===== config.mk =====
export PLATFORM = sky130hd
export DESIGN_NAME = mem_port_arbiter_flat
export DESIGN_NICKNAME = d
export VERILOG_FILES = /design/src/rtl/mem_port_arbiter_if.sv /design/src/rtl/mem_port_arbiter.sv /design/src/flat_wrapper.sv
export SDC_FILE = /design/constraint.sdc
export NUM_CORES = 1
export LEC_CHECK = 0
export CORE_MARGIN = 8
export CORE_UTILIZATION = 38
export CTS_CLUSTER_DIAMETER = 120
export CTS_CLUSTER_SIZE = 12
export DETAILED_ROUTE_END_ITERATION = 7
export PLACE_DENSITY_LB_ADDON = 0.3
export SETUP_SLACK_MARGIN = 0.1
export SKIP_CTS_REPAIR_TIMING = 1
export SLEW_MARGIN = 20
export SYNTH_ARGS = -nofsm -noshare
export SYNTH_HDL_FRONTEND = slang
export SYNTH_SLANG_ARGS = --single-unit

===== constraint.sdc =====
create_clock -name clk -period 2.4 [get_ports clk]
set_input_delay 0.48 -clock clk [delete_from_list [all_inputs] [get_ports clk]]
set_output_delay 0.48 -clock clk [all_outputs]
set_load 0.01 [all_outputs]

===== src/rtl/mem_port_arbiter_if.sv =====
// Bundles the port I, port D and memory-side handshakes of mem_port_arbiter.
// slave is the arbiter's view; master is the view of the requesters plus memory.
interface mem_port_arbiter_if;
  logic        i_read;
  logic [15:0] i_address;
  logic        i_resp;
  logic [15:0] i_rdata;

  logic        d_read;
  logic        d_write;
  logic [1:0]  d_byte_enable;
  logic [15:0] d_address;
  logic [15:0] d_wdata;
  logic        d_resp;
  logic [15:0] d_rdata;

  logic        mem_read;
  logic        mem_write;
  logic [1:0]  mem_byte_enable;
  logic [15:0] mem_address;
  logic [15:0] mem_wdata;
  logic        mem_resp;
  logic [15:0] mem_rdata;

  modport slave (
    input  i_read, i_address,
    input  d_read, d_write, d_byte_enable, d_address, d_wdata,
    input  mem_resp, mem_rdata,
    output i_resp, i_rdata, d_resp, d_rdata,
    output mem_read, mem_write, mem_byte_enable, mem_address, mem_wdata
  );

  modport master (
    output i_read, i_address,
    output d_read, d_write, d_byte_enable, d_address, d_wdata,
    output mem_resp, mem_rdata,
    input  i_resp, i_rdata, d_resp, d_rdata,
    input  mem_read, mem_write, mem_byte_enable, mem_address, mem_wdata
  );
endinterface


===== src/rtl/mem_port_arbiter.sv =====
// Two-port (fetch I / data D) arbiter in front of a single 16-bit unified memory.
// Define MEM_ARB_PERF_CNT_EN to add grant/conflict performance counters.
module mem_port_arbiter #(
  parameter int unsigned MAX_WAIT = 3
) (
  input  logic clk,
  input  logic rst,
  mem_port_arbiter_if.slave bus
`ifdef MEM_ARB_PERF_CNT_EN
  ,
  output logic [15:0] perf_i_grants,
  output logic [15:0] perf_d_grants,
  output logic [15:0] perf_conflicts
`endif
);

  typedef enum logic [1:0] {IDLE, GRANT_I, GRANT_D, RELEASE} state_t;

  localparam logic [3:0] MAX_WAIT_C = 4'(MAX_WAIT);

  state_t      state_q, state_d;
  logic [3:0]  wait_cnt_q, wait_cnt_d;
  logic        read_q, read_d;
  logic        write_q, write_d;
  logic [1:0]  be_q, be_d;
  logic [15:0] addr_q, addr_d;
  logic [15:0] wdata_q, wdata_d;
  logic        i_resp_q, i_resp_d;
  logic        d_resp_q, d_resp_d;
  logic [15:0] i_rdata_q, i_rdata_d;
  logic [15:0] d_rdata_q, d_rdata_d;

  logic i_req, d_req;
  logic grant_i, grant_d;

  assign i_req = bus.i_read;
  assign d_req = bus.d_read | bus.d_write;

  always_comb begin
    state_d    = state_q;
    wait_cnt_d = wait_cnt_q;
    read_d     = read_q;
    write_d    = write_q;
    be_d       = be_q;
    addr_d     = addr_q;
    wdata_d    = wdata_q;
    i_resp_d   = 1'b0;
    d_resp_d   = 1'b0;
    i_rdata_d  = i_rdata_q;
    d_rdata_d  = d_rdata_q;
    grant_i    = 1'b0;
    grant_d    = 1'b0;

    case (state_q)
      IDLE: begin
        // D has priority unless I has already lost MAX_WAIT grants in a row
        if (i_req && (!d_req || (wait_cnt_q == MAX_WAIT_C))) begin
          grant_i = 1'b1;
        end else if (d_req) begin
          grant_d = 1'b1;
        end

        if (grant_i) begin
          state_d    = GRANT_I;
          read_d     = 1'b1;
          write_d    = 1'b0;
          be_d       = 2'b11;
          addr_d     = bus.i_address;
          wdata_d    = 16'h0000;
          wait_cnt_d = 4'd0;
        end else if (grant_d) begin
          state_d = GRANT_D;
          // read+write together is treated as a write
          write_d = bus.d_write;
          read_d  = ~bus.d_write;
          be_d    = bus.d_byte_enable;
          addr_d  = bus.d_address;
          wdata_d = bus.d_wdata;
          if (i_req && (wait_cnt_q != MAX_WAIT_C)) begin
            wait_cnt_d = wait_cnt_q + 4'd1;
          end
        end
      end

      GRANT_I: begin
        if (bus.mem_resp) begin
          i_rdata_d = bus.mem_rdata;
          i_resp_d  = 1'b1;
          read_d    = 1'b0;
          write_d   = 1'b0;
          state_d   = RELEASE;
        end
      end

      GRANT_D: begin
        if (bus.mem_resp) begin
          d_rdata_d = bus.mem_rdata;
          d_resp_d  = 1'b1;
          read_d    = 1'b0;
          write_d   = 1'b0;
          state_d   = RELEASE;
        end
      end

      RELEASE: begin
        state_d = IDLE;
      end

      default: begin
        state_d = IDLE;
      end
    endcase
  end

  always_ff @(posedge clk or posedge rst) begin
    if (rst) begin
      state_q    <= IDLE;
      wait_cnt_q <= 4'd0;
      read_q     <= 1'b0;
      write_q    <= 1'b0;
      be_q       <= 2'b00;
      addr_q     <= 16'h0000;
      wdata_q    <= 16'h0000;
      i_resp_q   <= 1'b0;
      d_resp_q   <= 1'b0;
      i_rdata_q  <= 16'h0000;
      d_rdata_q  <= 16'h0000;
    end else begin
      state_q    <= state_d;
      wait_cnt_q <= wait_cnt_d;
      read_q     <= read_d;
      write_q    <= write_d;
      be_q       <= be_d;
      addr_q     <= addr_d;
      wdata_q    <= wdata_d;
      i_resp_q   <= i_resp_d;
      d_resp_q   <= d_resp_d;
      i_rdata_q  <= i_rdata_d;
      d_rdata_q  <= d_rdata_d;
    end
  end

  // Memory side is driven purely from the captured request registers
  assign bus.mem_read        = read_q;
  assign bus.mem_write       = write_q;
  assign bus.mem_byte_enable = be_q;
  assign bus.mem_address     = addr_q;
  assign bus.mem_wdata       = wdata_q;

  assign bus.i_resp  = i_resp_q;
  assign bus.i_rdata = i_rdata_q;
  assign bus.d_resp  = d_resp_q;
  assign bus.d_rdata = d_rdata_q;

`ifdef MEM_ARB_PERF_CNT_EN
  logic [15:0] perf_i_q, perf_i_d;
  logic [15:0] perf_d_q, perf_d_d;
  logic [15:0] perf_c_q, perf_c_d;

  always_comb begin
    perf_i_d = perf_i_q;
    perf_d_d = perf_d_q;
    perf_c_d = perf_c_q;
    if (grant_i) begin
      perf_i_d = perf_i_q + 16'd1;
    end
    if (grant_d) begin
      perf_d_d = perf_d_q + 16'd1;
    end
    if ((state_q == IDLE) && i_req && d_req) begin
      perf_c_d = perf_c_q + 16'd1;
    end
  end

  always_ff @(posedge clk or posedge rst) begin
    if (rst) begin
      perf_i_q <= 16'd0;
      perf_d_q <= 16'd0;
      perf_c_q <= 16'd0;
    end else begin
      perf_i_q <= perf_i_d;
      perf_d_q <= perf_d_d;
      perf_c_q <= perf_c_d;
    end
  end

  assign perf_i_grants  = perf_i_q;
  assign perf_d_grants  = perf_d_q;
  assign perf_conflicts = perf_c_q;
`endif

endmodule


===== src/flat_wrapper.sv =====
// flat-port wrapper written by rule: the top's interface ports become plain ports
module mem_port_arbiter_flat 
#(
  parameter int unsigned MAX_WAIT = 3
)
  (clk, rst, bus_i_read, bus_i_address, bus_d_read, bus_d_write, bus_d_byte_enable, bus_d_address, bus_d_wdata, bus_mem_resp, bus_mem_rdata, bus_i_resp, bus_i_rdata, bus_d_resp, bus_d_rdata, bus_mem_read, bus_mem_write, bus_mem_byte_enable, bus_mem_address, bus_mem_wdata);
  mem_port_arbiter_if bus_i ();
  input  logic clk;
  input  logic rst;
  input wire logic [$bits(bus_i.i_read)-1:0] bus_i_read;
  input wire logic [$bits(bus_i.i_address)-1:0] bus_i_address;
  input wire logic [$bits(bus_i.d_read)-1:0] bus_d_read;
  input wire logic [$bits(bus_i.d_write)-1:0] bus_d_write;
  input wire logic [$bits(bus_i.d_byte_enable)-1:0] bus_d_byte_enable;
  input wire logic [$bits(bus_i.d_address)-1:0] bus_d_address;
  input wire logic [$bits(bus_i.d_wdata)-1:0] bus_d_wdata;
  input wire logic [$bits(bus_i.mem_resp)-1:0] bus_mem_resp;
  input wire logic [$bits(bus_i.mem_rdata)-1:0] bus_mem_rdata;
  output wire logic [$bits(bus_i.i_resp)-1:0] bus_i_resp;
  output wire logic [$bits(bus_i.i_rdata)-1:0] bus_i_rdata;
  output wire logic [$bits(bus_i.d_resp)-1:0] bus_d_resp;
  output wire logic [$bits(bus_i.d_rdata)-1:0] bus_d_rdata;
  output wire logic [$bits(bus_i.mem_read)-1:0] bus_mem_read;
  output wire logic [$bits(bus_i.mem_write)-1:0] bus_mem_write;
  output wire logic [$bits(bus_i.mem_byte_enable)-1:0] bus_mem_byte_enable;
  output wire logic [$bits(bus_i.mem_address)-1:0] bus_mem_address;
  output wire logic [$bits(bus_i.mem_wdata)-1:0] bus_mem_wdata;
  assign bus_i.i_read = bus_i_read;
  assign bus_i.i_address = bus_i_address;
  assign bus_i.d_read = bus_d_read;
  assign bus_i.d_write = bus_d_write;
  assign bus_i.d_byte_enable = bus_d_byte_enable;
  assign bus_i.d_address = bus_d_address;
  assign bus_i.d_wdata = bus_d_wdata;
  assign bus_i.mem_resp = bus_mem_resp;
  assign bus_i.mem_rdata = bus_mem_rdata;
  assign bus_i_resp = bus_i.i_resp;
  assign bus_i_rdata = bus_i.i_rdata;
  assign bus_d_resp = bus_i.d_resp;
  assign bus_d_rdata = bus_i.d_rdata;
  assign bus_mem_read = bus_i.mem_read;
  assign bus_mem_write = bus_i.mem_write;
  assign bus_mem_byte_enable = bus_i.mem_byte_enable;
  assign bus_mem_address = bus_i.mem_address;
  assign bus_mem_wdata = bus_i.mem_wdata;
  mem_port_arbiter #(.MAX_WAIT(MAX_WAIT)) u_core (.clk(clk), .rst(rst), .bus(bus_i));
endmodule

* Word level (Yosys, flattened, before mapping)
Index checks and enable logic that the tools add are counted.
** Operators by class
- $add $sub $neg :: 1
- Eq/ne operators :: 7
- Multiplexer cells :: 28
- Bitwise gates (word level) :: 2
- Reduce and logical (&&, ||, !) cells :: 15
** Operators by type and width (count)
- 16-bit two-way mux :: 4
- 1-bit two-way mux :: 13
- 4-bit two-way mux :: 3
- 2-bit two-way mux :: 5
- 2-bit AND reduction :: 4
- 2-bit one-hot mux with 3 select lines :: 1
- 3-bit AND reduction :: 2
- 2-bit nonzero test :: 3
- 4-bit by 1-bit adder with 4-bit output, second input constant :: 1
- 2-bit == test, second input constant :: 2
- 4-bit by 2-bit == test with 1-bit output, second input constant :: 1
- 4-bit by 2-bit != test with 1-bit output, second input constant :: 1
- 1-bit one-hot mux with 2 select lines :: 2
- 3-bit by 1-bit != test with 1-bit output, second input constant :: 1
- 2-bit by 1-bit == test with 1-bit output, second input constant :: 1
- 1-bit logical AND :: 2
- 2-bit logical NOT :: 1
- 2-bit by 1-bit != test with 1-bit output, second input constant :: 1
- 2-bit OR reduction :: 1
- 1-bit logical NOT :: 1
- 1-bit logical OR :: 1
- 1-bit NOT :: 1
- 1-bit bitwise OR :: 1
** Storage, ports and cells
- Flip-flop bits (word level) :: 76
- Bits of input ports :: 72

* Logic depth before layout (Yosys ltp)
Gate-level depths: netlist of run 1.
- Word-level depth :: 9
- Gate-level depth with buffers :: 8

* Least setup slack after synthesis of run 1
OpenSTA, ideal clock, no wires.
- Path kind :: input-to-reg
- From :: in bus_i_read
- To :: reg u_core.wdata_q[0] (netlist: u_core.bus.mem_wdata[0])
- Library setup time :: 0.121 ns
- Arrival :: 1.664 ns
- Required time :: 2.279 ns
- Setup slack :: 0.615 ns
- Cell stages on the path :: 7
- Path buffers :: 4
- Path through :: buf_4 > o31a_1 > clkbuf_1 > and3_4 > buf_6 > buf_6 > a22o_1
** Between the ends
- Longest elaborated chain between the ends :: 5
- Elaborated cells on any way between the ends :: 8
- Those cells by class :: mux (5); reduce/logical (3)
** RTL lines
- start: declaration :: line flat_wrapper.sv:10 : input wire logic [$bits(bus_i.i_read)-1:0] bus_i_read;
- 1-bit logical AND (*) :: line mem_port_arbiter.sv:57 : if (i_req && (!d_req || (wait_cnt_q == MAX_WAIT_C))) begin
- 1-bit two-way mux :: line mem_port_arbiter.sv:57
- 1-bit two-way mux :: line mem_port_arbiter.sv:54 : case (state_q)
- 2-bit nonzero test (no source line)
- 2-bit AND reduction (no source line)
- end signal: assignment :: line mem_port_arbiter.sv:135 : wdata_q <= wdata_d;
- end: declaration :: line mem_port_arbiter.sv:27 : logic [15:0] wdata_q, wdata_d;
Mark *: on every way between the ends. The rest lies on a longest branch, timed or not. The select of a mux whose other input is x is not followed.
A chain may end at the register's enable or synchronous reset.

* Worst setup path after layout of run 1
- From :: reg u_core.state_q[0]
- To :: reg u_core.state_q[0]
** Between the ends
- Longest elaborated chain between the ends :: 4
- Elaborated cells on any way between the ends :: 9
- Those cells by class :: eq/ne (5); mux (1); reduce/logical (3)
** RTL lines
- start: declaration :: line mem_port_arbiter.sv:21 : state_t state_q, state_d;
- start signal: assignment :: line mem_port_arbiter.sv:129 : state_q <= state_d;
- 2-bit by 1-bit == test with 1-bit output / 2-bit == test (equally long branches) :: line mem_port_arbiter.sv:54
- 2-bit OR reduction (no source line)
- 2-bit by 1-bit != test with 1-bit output (no source line)
- 2-bit AND reduction (no source line)
Parallel ways exist; a longest one is shown, timed or not.

==> results.sh, run 1 <==
export IMPL_cp_required_ps=2600
export IMPL_switching_share_pct=32.79
export IMPL_power_total_w=0.006282
export IMPL_fin_nets=487
export IMPL_yosys_warnings=0
export IMPL_yosysMostFrequentCell="dfrtp_1"
export IMPL_critPathMaxFanout=7
export IMPL_initial_core_util_pct=39.48
export IMPL_skew_ps=11.34
export IMPL_setup_tns_final_ps=0
export IMPL_ys_types=36
export IMPL_dp_hpwl_mm=6.830
export IMPL_diodes=0
export IMPL_critPathKind="flip-flop to flip-flop"
export IMPL_critPathLaunchType="flip-flop"
export IMPL_whs_ps=507.5
export IMPL_synth_commonest_cells="dfrtp_1 (76), mux2_2 (33), a22o_1 (18), nand3_1 (18), nor2_1 (18)"
export IMPL_vdd_drop_max_mv=0.5115
export IMPL_cts_root_buf="clkbuf_8"
export IMPL_place_gp_congestion=0.7626
export IMPL_slew_headroom_pct=59.10
export IMPL_hold_viol=0
export IMPL_ys_async_sr_fraction_pct=100.0
export IMPL_grt_max_degree=36
export IMPL_wl_per_cell_um=17.59
export IMPL_slowest_stage="or4b_2"
export IMPL_drv_slew=0
export IMPL_row_count=33
export IMPL_yosysSeqAreaShare_pct=58.33
export IMPL_synth_ff_type="dfrtp_1"
export IMPL_ant_nets=0
export IMPL_core_um2=8258
export IMPL_io_buffers=141
export IMPL_first_pass_iters=4
export IMPL_vias_per_cell=5.191
export IMPL_setup_viol=0
export IMPL_clock_latency_ps=340
export IMPL_yosysTopAreaCell="dfrtp_1"
export IMPL_power_switching_w=0.002060
export IMPL_drc=0
export IMPL_fmax_mhz=536.3
export IMPL_max_cap_viol_count=0
export IMPL_clk_pin_slew_worst_paths_ps=70
export IMPL_crit_arrival_ps=2060
export IMPL_critPathCaptureType="flip-flop"
export IMPL_rsz0062_at_grt="no"
export IMPL_synth_edff_count=0
export IMPL_combPwrFrac_pct=49.2
export IMPL_clock_power_share_pct=15.4
export IMPL_synth_top_area_share_pct=58.33
export IMPL_period_needed_ps=1865
export IMPL_post_dp_cell_area_um2=4857
export IMPL_fin_crit_sh_pct=77.69
export IMPL_pwr_share_seq_pct=35.4
export IMPL_syn_instance_count=263
export IMPL_cts_num_sinks=76
export IMPL_p_per_area_nw_per_um2=1245
export IMPL_io_pins=142
export IMPL_cts_buffers=9
export IMPL_postSynthAreaPerCell_um2=12.40
export IMPL_die_area_um2=11800
export IMPL_cts_tree="built"
export IMPL_min_path_type="flip-flop to flip-flop"
export IMPL_worst_slew_pin_slew_ps=612.2
export IMPL_cts_htree_levels=3
export IMPL_grt_pass1_wl_mm=14.99
export IMPL_synthesis_nets=341
export IMPL_crit_chain="inv_1 > ha_1 > or4b_2 > a21oi_1 > a41oi_1"
export IMPL_drt_initial_drc_count=66
export IMPL_grtUsageTotal_pct=15.87
export IMPL_antenna_found_initial=0
export IMPL_routed_wl_mm=9.112
export IMPL_syn_area_um2=3261
export IMPL_p_int_w=0.004222
export IMPL_design_area_um2=5047
export IMPL_clockBufferDepth=2
export IMPL_grt_ovfl_total=0
export IMPL_area_growth_pct=54.80
export IMPL_die_w_um=108.6
export IMPL_total_leakage_power_nw=2.128
export IMPL_synthTopCellsByArea="dfrtp_1 (58%), mux2_2 (11%), a22o_1 (4.8%), o211ai_1 (3.9%), a31oi_1 (3.1%)"
export IMPL_status="finished, final reports clean"
export IMPL_grt_pass1_vias=2932
export IMPL_max_stage_delay_ps=660
export IMPL_die_h_um=108.6
export IMPL_drive_above_1_share_pct=15.98
export IMPL_ys_ff_latch=76
export IMPL_vias=2689
-- worst paths after layout --
| check | from | end | slack [ps] | depth (start not counted) |
|---|---|---|---|---|
| setup / recovery | u_core.state_q[0] | u_core.state_q[0] | 540 | 5 |
| hold / removal | u_core.bus.d_rdata[4] | u_core.bus.d_rdata[4] | 510 | 1 |
| setup reg to reg | u_core.state_q[0] | u_core.state_q[0] | 540 | 5 |
| hold reg to reg | u_core.bus.d_rdata[4] | u_core.bus.d_rdata[4] | 510 | 1 |
| max in group asynchronous | rst | u_core.bus.i_rdata[4] | 1290 | 3 |
| min in group asynchronous | rst | u_core.bus.mem_wdata[13] | 570 | 2 |
-- power groups by stage --
stage	combinational, W	clock, W	sequential (W)
finish	0.00309	0.000968	0.00222
global placement	0.00309	0	0.00222
global route	0.00334	0.00106	0.00231
detailed placement	0.00313	0	0.00225
floorplan	0.00123	0	0.00249
CTS	0.00315	0.000993	0.00223
-- cell type report --
class	count	area (µm²)
Clock inverter	4	48.80
Fill cell	704	3211
Sequential cell	76	1902
Clock buffer	11	141.4
Inverter	5	22.52
Multi-Input combinational cell	162	1247
Tap cell	105	131.4
Timing Repair Buffer	155	1554
-- cells by family after synthesis --
| group | count (synthesis) | share of synthesized area [%] |
|---|---|---|
| AO/OA/AOI/OAI | 65 | 15.08 |
| adder cells (fa/ha/maj) | 6 | 2.302 |
| buffers and inverters | 25 | 3.722 |
| flip-flops | 76 | 58.33 |
| multiplexers | 33 | 11.40 |
| AND/OR/NAND/NOR | 58 | 9.172 |
-- registers in the layout (all words and copies together), names as in the netlist, 2 cells and up --
signal / flops
u_core.bus.mem_address: 16
u_core.bus.mem_wdata: 16
u_core.bus.i_rdata: 16
u_core.state_q: 2
u_core.bus.d_rdata: 16
u_core.bus.mem_byte_enable: 2
u_core.wait_cnt_q: 4
-- layout by cell type, fill, tap and decap left out, drive strengths merged, types with 2 or more instances in the layout --
cell type      netlist  routed
o31ai                2       2
a21o                 2       2
mux2                33      33
a22o                18      18
and3                 2       2
nor2                18      18
o22a                 2       2
buf                  5      14
nor2b                2       2
nand3               18      18
clkinv               0       2
clkbuf              15      11
nand2                5       5
ha                   6       6
nor3                 4       4
inv                  5       5
nand2b               2       2
clkdlybuf4s50        0     141
a21oi                2       2
a31oi               16      16
o211ai              17      17
dfrtp               76      76
-- through the flow --
step | setup WS [ps] | instances | util [%]
2_1_floorplan | 614.9 | 263 | -
3_3_place_gp | 249.9 | 503 | 58.82
3_5_place_dp | 229.1 | 503 | 58.82
4_1_cts | 531.1 | 518 | 61.12
5_1_grt | 402.6 | 518 | 61.12
6_report | 535.4 | 518 | 61.12
-- worst max-delay path: cells and delay by family (launching register included) --
| family | cells | cell delay, ps |
|---|---|---|
| AO/OA/AOI/OAI | 2 | 220 |
| adder cells (fa/ha/maj) | 1 | 310 |
| buffers and inverters | 1 | 120 |
| flip-flops | 1 | 420 |
| AND/OR/NAND/NOR | 1 | 660 |
-- per-layer routing --
layer | GRT usage [%] | vias up | wire (µm)
met5 | 0 | - | 0
met4 | 5.474 | 0 | 145
met3 | 4.071 | 11 | 563
met2 | 27.03 | 82 | 4643
met1 | 19.09 | 1331 | 3759
li1 | - | 1265 | -
Power figures use the tool's default switching activity.
==> inputs of run 2 (changes only) <==
clock period = 1.6 ns   (was 2.4 ns; I/O delays follow)
==> results.sh, run 2 (synthesized netlist as in run 1, its figures left out) <==
export IMPL_hold_viol=0
export IMPL_switching_share_pct=33.00
export IMPL_critPathMaxFanout=4
export IMPL_diodes=0
export IMPL_dp_cells=517
export IMPL_status="finished, final reports clean"
export IMPL_worst_slew_pin_slew_ps=382.4
export IMPL_critPathCaptureType="flip-flop"
export IMPL_crit_chain="inv_2 > ha_4 > nor2b_4 > or3_4 > a22o_1"
export IMPL_grt_pass1_wl_mm=14.72
export IMPL_vias_per_cell=5.262
export IMPL_routed_wl_mm=10.46
export IMPL_vdd_drop_max_mv=0.8019
export IMPL_rsz0062_at_grt="yes"
export IMPL_startpoint="u_core.state_q[0]"
export IMPL_cts_num_sinks=76
export IMPL_power_switching_w=0.003399
export IMPL_setup_viol=0
export IMPL_core_um2=8258
export IMPL_final_cell_mix="dfrtp_1 (76), dlymetal6s2s_1 (72), clkdlybuf4s50_1 (69), mux2_2 (33), buf_4 (24)"
export IMPL_vias=2852
export IMPL_cts_tree="built"
export IMPL_post_dp_cell_area_um2=4985
export IMPL_combPwrFrac_pct=52.0
export IMPL_grt_max_degree=48
export IMPL_cts_buffers=9
export IMPL_n_fill_cell=602
export IMPL_grtUsageTotal_pct=15.87
export IMPL_total_leakage_power_nw=3.050
export IMPL_die_area_um2=11800
export IMPL_io_pins=142
export IMPL_final_cells=542
export IMPL_initial_core_util_pct=39.48
export IMPL_row_count=33
export IMPL_grt_pass1_vias=2879
export IMPL_worstReg2RegStart="u_core.state_q[0]"
export IMPL_first_pass_iters=4
export IMPL_grt_ovfl_total=0
export IMPL_place_gp_congestion=0.8185
export IMPL_clock_latency_ps=350
export IMPL_critPathLaunchType="flip-flop"
export IMPL_wl_per_cell_um=19.29
export IMPL_max_stage_delay_ps=400
export IMPL_final_common_cell="dfrtp_1"
export IMPL_dp_hpwl_mm=7.063
export IMPL_p_int_w=0.006899
export IMPL_cts_root_buf="clkbuf_8"
export IMPL_pwr_share_seq_pct=32.2
export IMPL_crit_arrival_ps=1770
export IMPL_max_cap_viol_count=0
export IMPL_die_w_um=108.6
export IMPL_cp_required_ps=1830
export IMPL_slowest_stage="dfrtp_1"
export IMPL_clk_pin_slew_worst_paths_ps=80
export IMPL_slew_headroom_pct=74.50
export IMPL_clockBufferDepth=2
export IMPL_setup_slack_ps=66.37
export IMPL_p_per_area_nw_per_um2=1811
export IMPL_io_buffers=141
export IMPL_skew_ps=13.47
export IMPL_drv_slew=0
export IMPL_die_h_um=108.6
export IMPL_fmax_mhz=652.0
export IMPL_fin_nets=511
export IMPL_ant_nets=0
export IMPL_clock_power_share_pct=15.8
export IMPL_critPathKind="flip-flop to flip-flop"
export IMPL_area_growth_pct=74.37
export IMPL_cts_htree_levels=3
export IMPL_min_path_type="input pin to async pin"
export IMPL_drt_initial_drc_count=108
export IMPL_whs_ps=409.4
export IMPL_drive_above_1_share_pct=26.54
export IMPL_design_area_um2=5685
export IMPL_antenna_found_initial=0
export IMPL_period_needed_ps=1534
export IMPL_drc=0
export IMPL_pre_cts_ws_ps=-349.9
export IMPL_fin_crit_sh_pct=95.85
[run 2: cell count changes in the layout (fill, tap and decap cells not counted), sizes merged]
| cell | previous run | this run |
|---|---|---|
| dlymetal6s2s | 0 | 72 |
| clkdlybuf4s50 | 141 | 69 |
| clkinvlp | 1 | 2 |
| buf | 14 | 32 |
| clkbuf | 11 | 16 |
| clkinv | 2 | 1 |
| bufinv | 1 | 2 |
[run 2: power by group through the flow]
stage,sequential (W),combinational (W),clock [W]
finish,0.00332,0.00535,0.00163
global route,0.00344,0.00576,0.00175
CTS,0.00333,0.00499,0.00168
detailed placement,0.00336,0.00497,0
global placement,0.00332,0.00487,0
floorplan,0.00374,0.00195,0
[run 2: routing by layer]
layer  global-route usage (%)  up-vias  wire length (µm)
li1                         -     1325                 -
met5                        0        -                 0
met2                    27.24      104              5331
met4                    7.136        0               173
met3                    3.127       12               602
met1                    18.89     1411              4348
[run 2: worst paths after layout]
| path | endpoint | slack (ps) | depth (start not counted) |
|---|---|---|---|
| max in group asynchronous | u_core.bus.mem_byte_enable[0] | 840 | 3 |
| max reg2reg | u_core.bus.mem_read | 70 | 5 |
| min | u_core.bus.d_rdata[13] | 410 | 3 |
| max | u_core.bus.mem_read | 70 | 5 |
| min in group clk | u_core.state_q[0] | 500 | 3 |
| min reg2reg | u_core.bus.d_rdata[9] | 500 | 1 |
[run 2: critical path: cells and delay by family, from the launching register on]
family / cells / cell delay, ps
buf+inv: 1 / 90
simple gates: 2 / 490
flops: 1 / 400
compound gates: 1 / 230
fa+ha+maj: 1 / 210
[run 2: area by class of cell]
cell class	instances	area [µm²]	share of cell area (%)
Clock buffer	10	137.6	2.421
Clock inverter	5	85.08	1.496
Inverter	5	22.52	0.3961
Multi-Input combinational cell	162	1360	23.92
Sequential cell	76	1902	33.45
Tap cell	105	131.4	2.311
Timing Repair Buffer	179	2047	36.00
[run 2: metrics by stage]
stage	setup TNS (ps)	util [%]	total power [W]
final	0	68.85	0.01030
after global routing	0	68.85	0.01095
after CTS	-64.25	63.06	0.009995
after detailed placement	-11930	60.36	0.008332
after global placement	-10030	60.36	0.008189
after floorplan	0	-	0.005696
